### src/rtl/queue_writer.sv
// queue_writer: open-list RAM write manager (insert/remove/clear); QUEUE_WRITER_STATS_EN adds peak/discard stats
module queue_writer #(
  parameter int MAX_NODES = 100,
  parameter int ENTRY_W = 272
) (
  input  logic               clk,
  input  logic               reset,
  input  logic               op_insert,
  input  logic               op_remove,
  input  logic               op_clear,
  input  logic [ENTRY_W-1:0] cand_node,
  input  logic               child_queued,
  input  logic [6:0]         child_address,
  input  logic [ENTRY_W-1:0] child_from_queue,
  input  logic [6:0]         remove_address,
  input  logic [ENTRY_W-1:0] ram_read_data,
  output logic [6:0]         ram_read_address,
  output logic               ram_write_enable,
  output logic [6:0]         ram_write_address,
  output logic [ENTRY_W-1:0] ram_write_data,
  output logic               busy,
  output logic               done,
  output logic [1:0]         result,
  output logic [6:0]         queue_count,
  output logic               queue_empty,
  output logic               queue_full,
  output logic [6:0]         peak_count,
  output logic [15:0]        discard_count
);
  typedef enum logic [3:0] {IDLE, INS_DECIDE, INS_WRITE, REM_READ, REM_WAIT, REM_MOVE, REM_ZERO, CLR, FINISH} state_t;
  localparam logic [6:0] LAST = 7'(MAX_NODES - 1);
  state_t state, state_n;
  logic [ENTRY_W-1:0] cand_q;
  logic queued_q;
  logic [6:0] caddr_q, raddr_q, count, count_n, clr_addr, clr_addr_n;
  logic [15:0] qcost_q;
  logic [1:0] res, res_n;
  // state, counters and operand latches; operands track inputs while idle so they hold the accept-cycle values
  always_ff @(posedge clk) begin
    if (reset) begin
      state <= IDLE;
      count <= '0;
      clr_addr <= '0;
      res <= '0;
      cand_q <= '0;
      queued_q <= 1'b0;
      caddr_q <= '0;
      raddr_q <= '0;
      qcost_q <= '0;
    end else begin
      state <= state_n;
      count <= count_n;
      clr_addr <= clr_addr_n;
      res <= res_n;
      if (state == IDLE) begin
        cand_q <= cand_node;
        queued_q <= child_queued;
        caddr_q <= child_address;
        raddr_q <= remove_address;
        qcost_q <= child_from_queue[207:192];
      end
    end
  end
  // next-state, bookkeeping and the single RAM write port
  always_comb begin
    state_n = state;
    count_n = count;
    res_n = res;
    clr_addr_n = clr_addr;
    ram_write_enable = 1'b0;
    ram_write_address = '0;
    ram_write_data = '0;
    case (state)
      IDLE:
        if (op_clear) begin
          state_n = CLR;
          clr_addr_n = '0;
          count_n = '0;
          res_n = 2'b00;
        end else if (op_remove) begin
          res_n = (count == 7'd0 || remove_address >= count) ? 2'b11 : 2'b00;
          state_n = (count == 7'd0 || remove_address >= count) ? FINISH :
                    (remove_address == count - 7'd1) ? REM_ZERO : REM_READ;
        end else if (op_insert) state_n = INS_DECIDE;
      INS_DECIDE: begin
        res_n = queued_q ? ((cand_q[207:192] < qcost_q) ? 2'b01 : 2'b10) : (queue_full ? 2'b11 : 2'b00);
        state_n = (res_n[1]) ? FINISH : INS_WRITE;
      end
      INS_WRITE: begin
        ram_write_enable = 1'b1;
        ram_write_address = (res == 2'b01) ? caddr_q : count;
        ram_write_data = cand_q;
        count_n = (res == 2'b00) ? count + 7'd1 : count;
        state_n = FINISH;
      end
      REM_READ: state_n = REM_WAIT;
      REM_WAIT: state_n = REM_MOVE;
      REM_MOVE: begin
        ram_write_enable = 1'b1;
        ram_write_address = raddr_q;
        ram_write_data = ram_read_data;
        state_n = REM_ZERO;
      end
      REM_ZERO: begin
        ram_write_enable = 1'b1;
        ram_write_address = count - 7'd1;
        count_n = count - 7'd1;
        state_n = FINISH;
      end
      CLR: begin
        ram_write_enable = 1'b1;
        ram_write_address = clr_addr;
        clr_addr_n = clr_addr + 7'd1;
        state_n = (clr_addr == LAST) ? FINISH : CLR;
      end
      FINISH: state_n = IDLE;
      default: state_n = IDLE;
    endcase
  end
  assign ram_read_address = (state == REM_READ || state == REM_WAIT || state == REM_MOVE) ? count - 7'd1 : '0;
  assign busy = state != IDLE;
  assign done = state == FINISH;
  assign result = res;
  assign queue_count = count;
  assign queue_empty = count == 7'd0;
  assign queue_full = count == 7'(MAX_NODES);
`ifdef QUEUE_WRITER_STATS_EN
  logic [6:0] peak;
  logic [15:0] disc;
  // high-water mark and saturating count of rejected inserts, both cleared by reset or clear
  always_ff @(posedge clk) begin
    if (reset || (state == IDLE && op_clear)) begin
      peak <= '0;
      disc <= '0;
    end else begin
      if (count_n > peak) peak <= count_n;
      if (state == INS_DECIDE && res_n[1] && disc != 16'hFFFF) disc <= disc + 16'd1;
    end
  end
  assign peak_count = peak;
  assign discard_count = disc;
`else
  assign peak_count = '0;
  assign discard_count = '0;
`endif
endmodule

### config.mk
export PLATFORM = sky130hd
export DESIGN_NAME = queue_writer
export DESIGN_NICKNAME = d
export VERILOG_FILES = /design/src/rtl/queue_writer.sv
export SDC_FILE = /design/constraint.sdc
export NUM_CORES = 1
export LEC_CHECK = 0
export ABC_AREA = 1
export CORE_AREA = 2 2 458 460
export DETAILED_ROUTE_END_ITERATION = 6
export DIE_AREA = 0 0 460 462
export GPL_ROUTABILITY_DRIVEN = 1
export HOLD_SLACK_MARGIN = 0.06
export SKIP_LAST_GASP = 1
export SLEW_MARGIN = 0
export SYNTH_ARGS = -nofsm -noshare
export SYNTH_HDL_FRONTEND = slang
export SYNTH_SLANG_ARGS = --single-unit
export TNS_END_PERCENT = 10
### constraint.sdc
create_clock -name clk -period 1.5 [get_ports clk]
set_input_delay 0.375 -clock clk [delete_from_list [all_inputs] [get_ports clk]]
set_output_delay 0.375 -clock clk [all_outputs]
set_load 0.02 [all_outputs]
==> key figures <==
Outcome
  – Outcome: finished, violations left
  – Failing checks: negative setup slack

Clock tree
  – H-tree Lvls: 2
  – CTS tree: done
  – Clock Sinks: 323
  – Hold-fix buffers, CTS: 0
  – CTS Buf Count: 46
  – Clock latency on the worst-skew pair: 650 ps
  – Worst-path clk slew: 60 ps
  – Root buf cell: clkbuf_16
  – Bufs on Longest Clock Path: 3

GRT
  – GR Util met1: 14.86%
  – Gr usage total: 14.15%
  – Gr ovfl total: 0
  – Vias in the first global route: 19340
  – Grt met2 use: 22.51%
  – Largest net degree at the start of global routing: 55
  – First-pass GRT wire length: 195000 um
  – Met3 GRT Util: 10.13%
  – Initial antenna violation count: 135
  – GRT busiest layer: met2

STA
  – RSZ-0062 raised after global routing: true
  – Clock Skew: 35.39 ps
  – Final Cycle Share: 182.5%
  – Rel. slew slack: 56.45%
  – Final setup margin: -1237 ps
  – Final Hold Violating Endpoints: 0
  – Post-route minimum period: 2737 ps
  – Fin. max-slew vios: 0
  – Final setup fails: 623
  – Worst Max-Slew Pin Slew: 646.4 ps
  – Fmax achieved: 365.3 MHz

Pwr
  – Register share of total power: 23.6%
  – Sw frac: 45.06%
  – Max VDD drop: 0.8936 mV
  – Clock share of power: 18.3%
  – Logic pwr share: 58.1%
  – Pwr dens: 1858 nW/um^2
  – Leakage: 0.01286 uW
  – P_int: 33480 uW
  – P_sw: 27460 uW
  – Pwr Total: 60940 uW

Placed design
  – HPWL after DPL: 137500 um
  – Gpl congestion: 0.8717
  – PortBufs: 879
  – Dpl cells: 5679
  – Post-place setup slack: -819.3 ps

Critical path
  – Crit Path Max Fanout: 22
  – Crit path required time: 1120 ps
  – Crit end category: output port
  – CP Data Arrival Time: 2360 ps
  – CP startpoint kind: register
  – R2R depth: 10
  – CP Class: register to output port

Min path
  – Min-Delay Path Class: primary input to register
  – Hold path depth: 3

Drt
  – Vias after detailed routing: 19690
  – DRT Pass-1 Iters: 5
  – Initial DRC Count: 1253
  – Antenna-violating nets left: 0
  – Drt wl/cell: 27.13 um
  – DRC viols: 0
  – Vias/cell: 3.394
  – WL final: 157400 um

Die
  – Core area: 208100 um^2
  – Die height: 462 um
  – Initial Utilization: 7.436%
  – Chip Width: 460 um
  – I/O pin count: 1159
  – FP Rows: 168
  – DIE AREA: 212500 um^2

Synth
  – Ys async rst share: 0%
  – Register area share after synthesis: 41.79%
  – Synth Cell Area: 15470 um^2
  – Largest cells by area after synthesis: dfxtp_1, a22o_1, nor2_1, o21ai_0, buf_2
  – Post-synth EDFFs: 0
  – Yosys warns: 0
  – Synth top cells by count: nor2_1, dfxtp_1, o21ai_0, a22o_1, nand2_1
  – FF+latch count, synth: 323
  – Syn Inst Count: 2029
  – Count leader, synth: nor2_1
  – Syn avg cell area: 7.626 um^2
  – Area leader, netlist: dfxtp_1
  – Distinct cells, synth: 35
  – Top_reg_cell synth: dfxtp_1
  – Post-synth top area share: 41.79%

Final layout
  – Fin nets: 3884
  – Filler cell count: 23430
  – Multi-input logic area: 8074 um^2
  – Finished Layout Cells: 5802
  – Share of cells above drive strength 1: 20.90%
  – Register Area: 6502 um^2
  – Synth-to-Final Area Change: 112.0%

Job
  – Max-Cap Viols: 0
what timing repair did:
action | 4_1_cts | 5_1_grt
resized for setup | 273 | 42
pin swaps | 0 | 2
cloned | 7 | 1
buffers inserted | 6 | 2
setup endpoints to repair | 623 | 623
sequential cells by signal (all words and copies together) (netlist names), 2 cells and up:
register and flops:
result 2, state 4, caddr_q 7, clr_addr 7
qcost_q 16, cand_q 272, queue_count 7, raddr_q 7
final timing paths:
path / endpoint / startpoint / slack (ps)
max reg2reg: queue_count[2] / state[1] / -620
min reg2reg: qcost_q[12] / qcost_q[12] / 460
max: ram_write_data[268] / state[1] / -1240
min: cand_q[24] / cand_node[24] / 340
power by group through the flow:
| stage | clock network, uW | registers (uW) | logic (uW) |
|---|---|---|---|
| after detailed placement | 0 | 14500 | 35300 |
| final | 11200 | 14400 | 35400 |
| after global placement | 0 | 14500 | 34800 |
| after global routing | 11800 | 14800 | 38700 |
| after CTS | 11600 | 14400 | 35900 |
| after floorplan | 0 | 13700 | 16200 |
placed cells by master, fill, tap and decap left out, types with 4 or more instances in the layout:
cell / n
nor2_1: 590
clkdlybuf4s50_1: 582
o21ai_0: 317
dfxtp_1: 310
a22o_1: 254
buf_12: 202
buf_4: 190
nand2_1: 86
clkdlybuf4s15_2: 64
inv_1: 55
a21oi_1: 50
clkbuf_16: 48
dlygate4sd2_1: 40
nand3_1: 37
diode_2: 25
ha_1: 23
conb_1: 23
a22o_4: 15
inv_2: 11
buf_16: 11
nand4_1: 10
clkinv_2: 9
clkbuf_2: 9
clkbuf_1: 8
buf_6: 8
dfxtp_4: 8
o21ai_1: 7
clkbuf_8: 6
inv_6: 5
nor2_4: 5
a221oi_1: 5
dfxtp_2: 5
clkinvlp_4: 4
stage by stage:
step | setup TNS [ps] | hold WS (ps) | utilization [%] | instance area [um^2]
after global routing | -542430 | 314.9 | 15.74 | 32760
final | -474750 | 341.4 | 15.76 | 32800
after detailed placement | -370270 | 455.0 | 14.75 | 30700
after global placement | -358510 | 438.0 | 14.75 | 30700
after CTS | -513530 | 274.2 | 15.68 | 32630
after floorplan | -40120 | 424.4 | - | 15740
worst max-delay path, cell delays in order (launching register included):
cell and delay (ps):
dfxtp_4 350, buf_4 140, nor2_4 100, nand2_4 100
inv_16 130, buf_4 190, buf_16 160, a22o_1 140
clkdlybuf4s15_1 300
area by class of cell:
type | instances | area share (%)
Antenna cell | 25 | 0.1907
Clock buffer | 61 | 3.929
Clock inverter | 22 | 0.6447
Inverter | 72 | 0.9919
Multi-Input combinational cell | 1467 | 24.62
Sequential cell | 323 | 19.83
Tap cell | 2720 | 10.38
Timing Repair Buffer | 1112 | 39.42
per-layer routing:
metal	part of all wire [%]	wire length, um	vias to the layer above
li1	-	-	8983
met1	36	57030	9185
met2	44	69420	1113
met3	16	25580	345
met4	3.1	4911	68
met5	0.28	442	-
cells by family (layout without fill, tap and decap cells):
family	after synthesis	count (layout)	synth area share [%]
AO/OA/AOI/OAI	674	674	28.89
adder cells (fa/ha/maj)	26	26	2.102
buffers and inverters	261	1267	8.353
flip-flops	323	323	41.79
other	1	48	0.02423
AND/OR/NAND/NOR	744	744	18.84
Power figures use the tool's default switching activity.
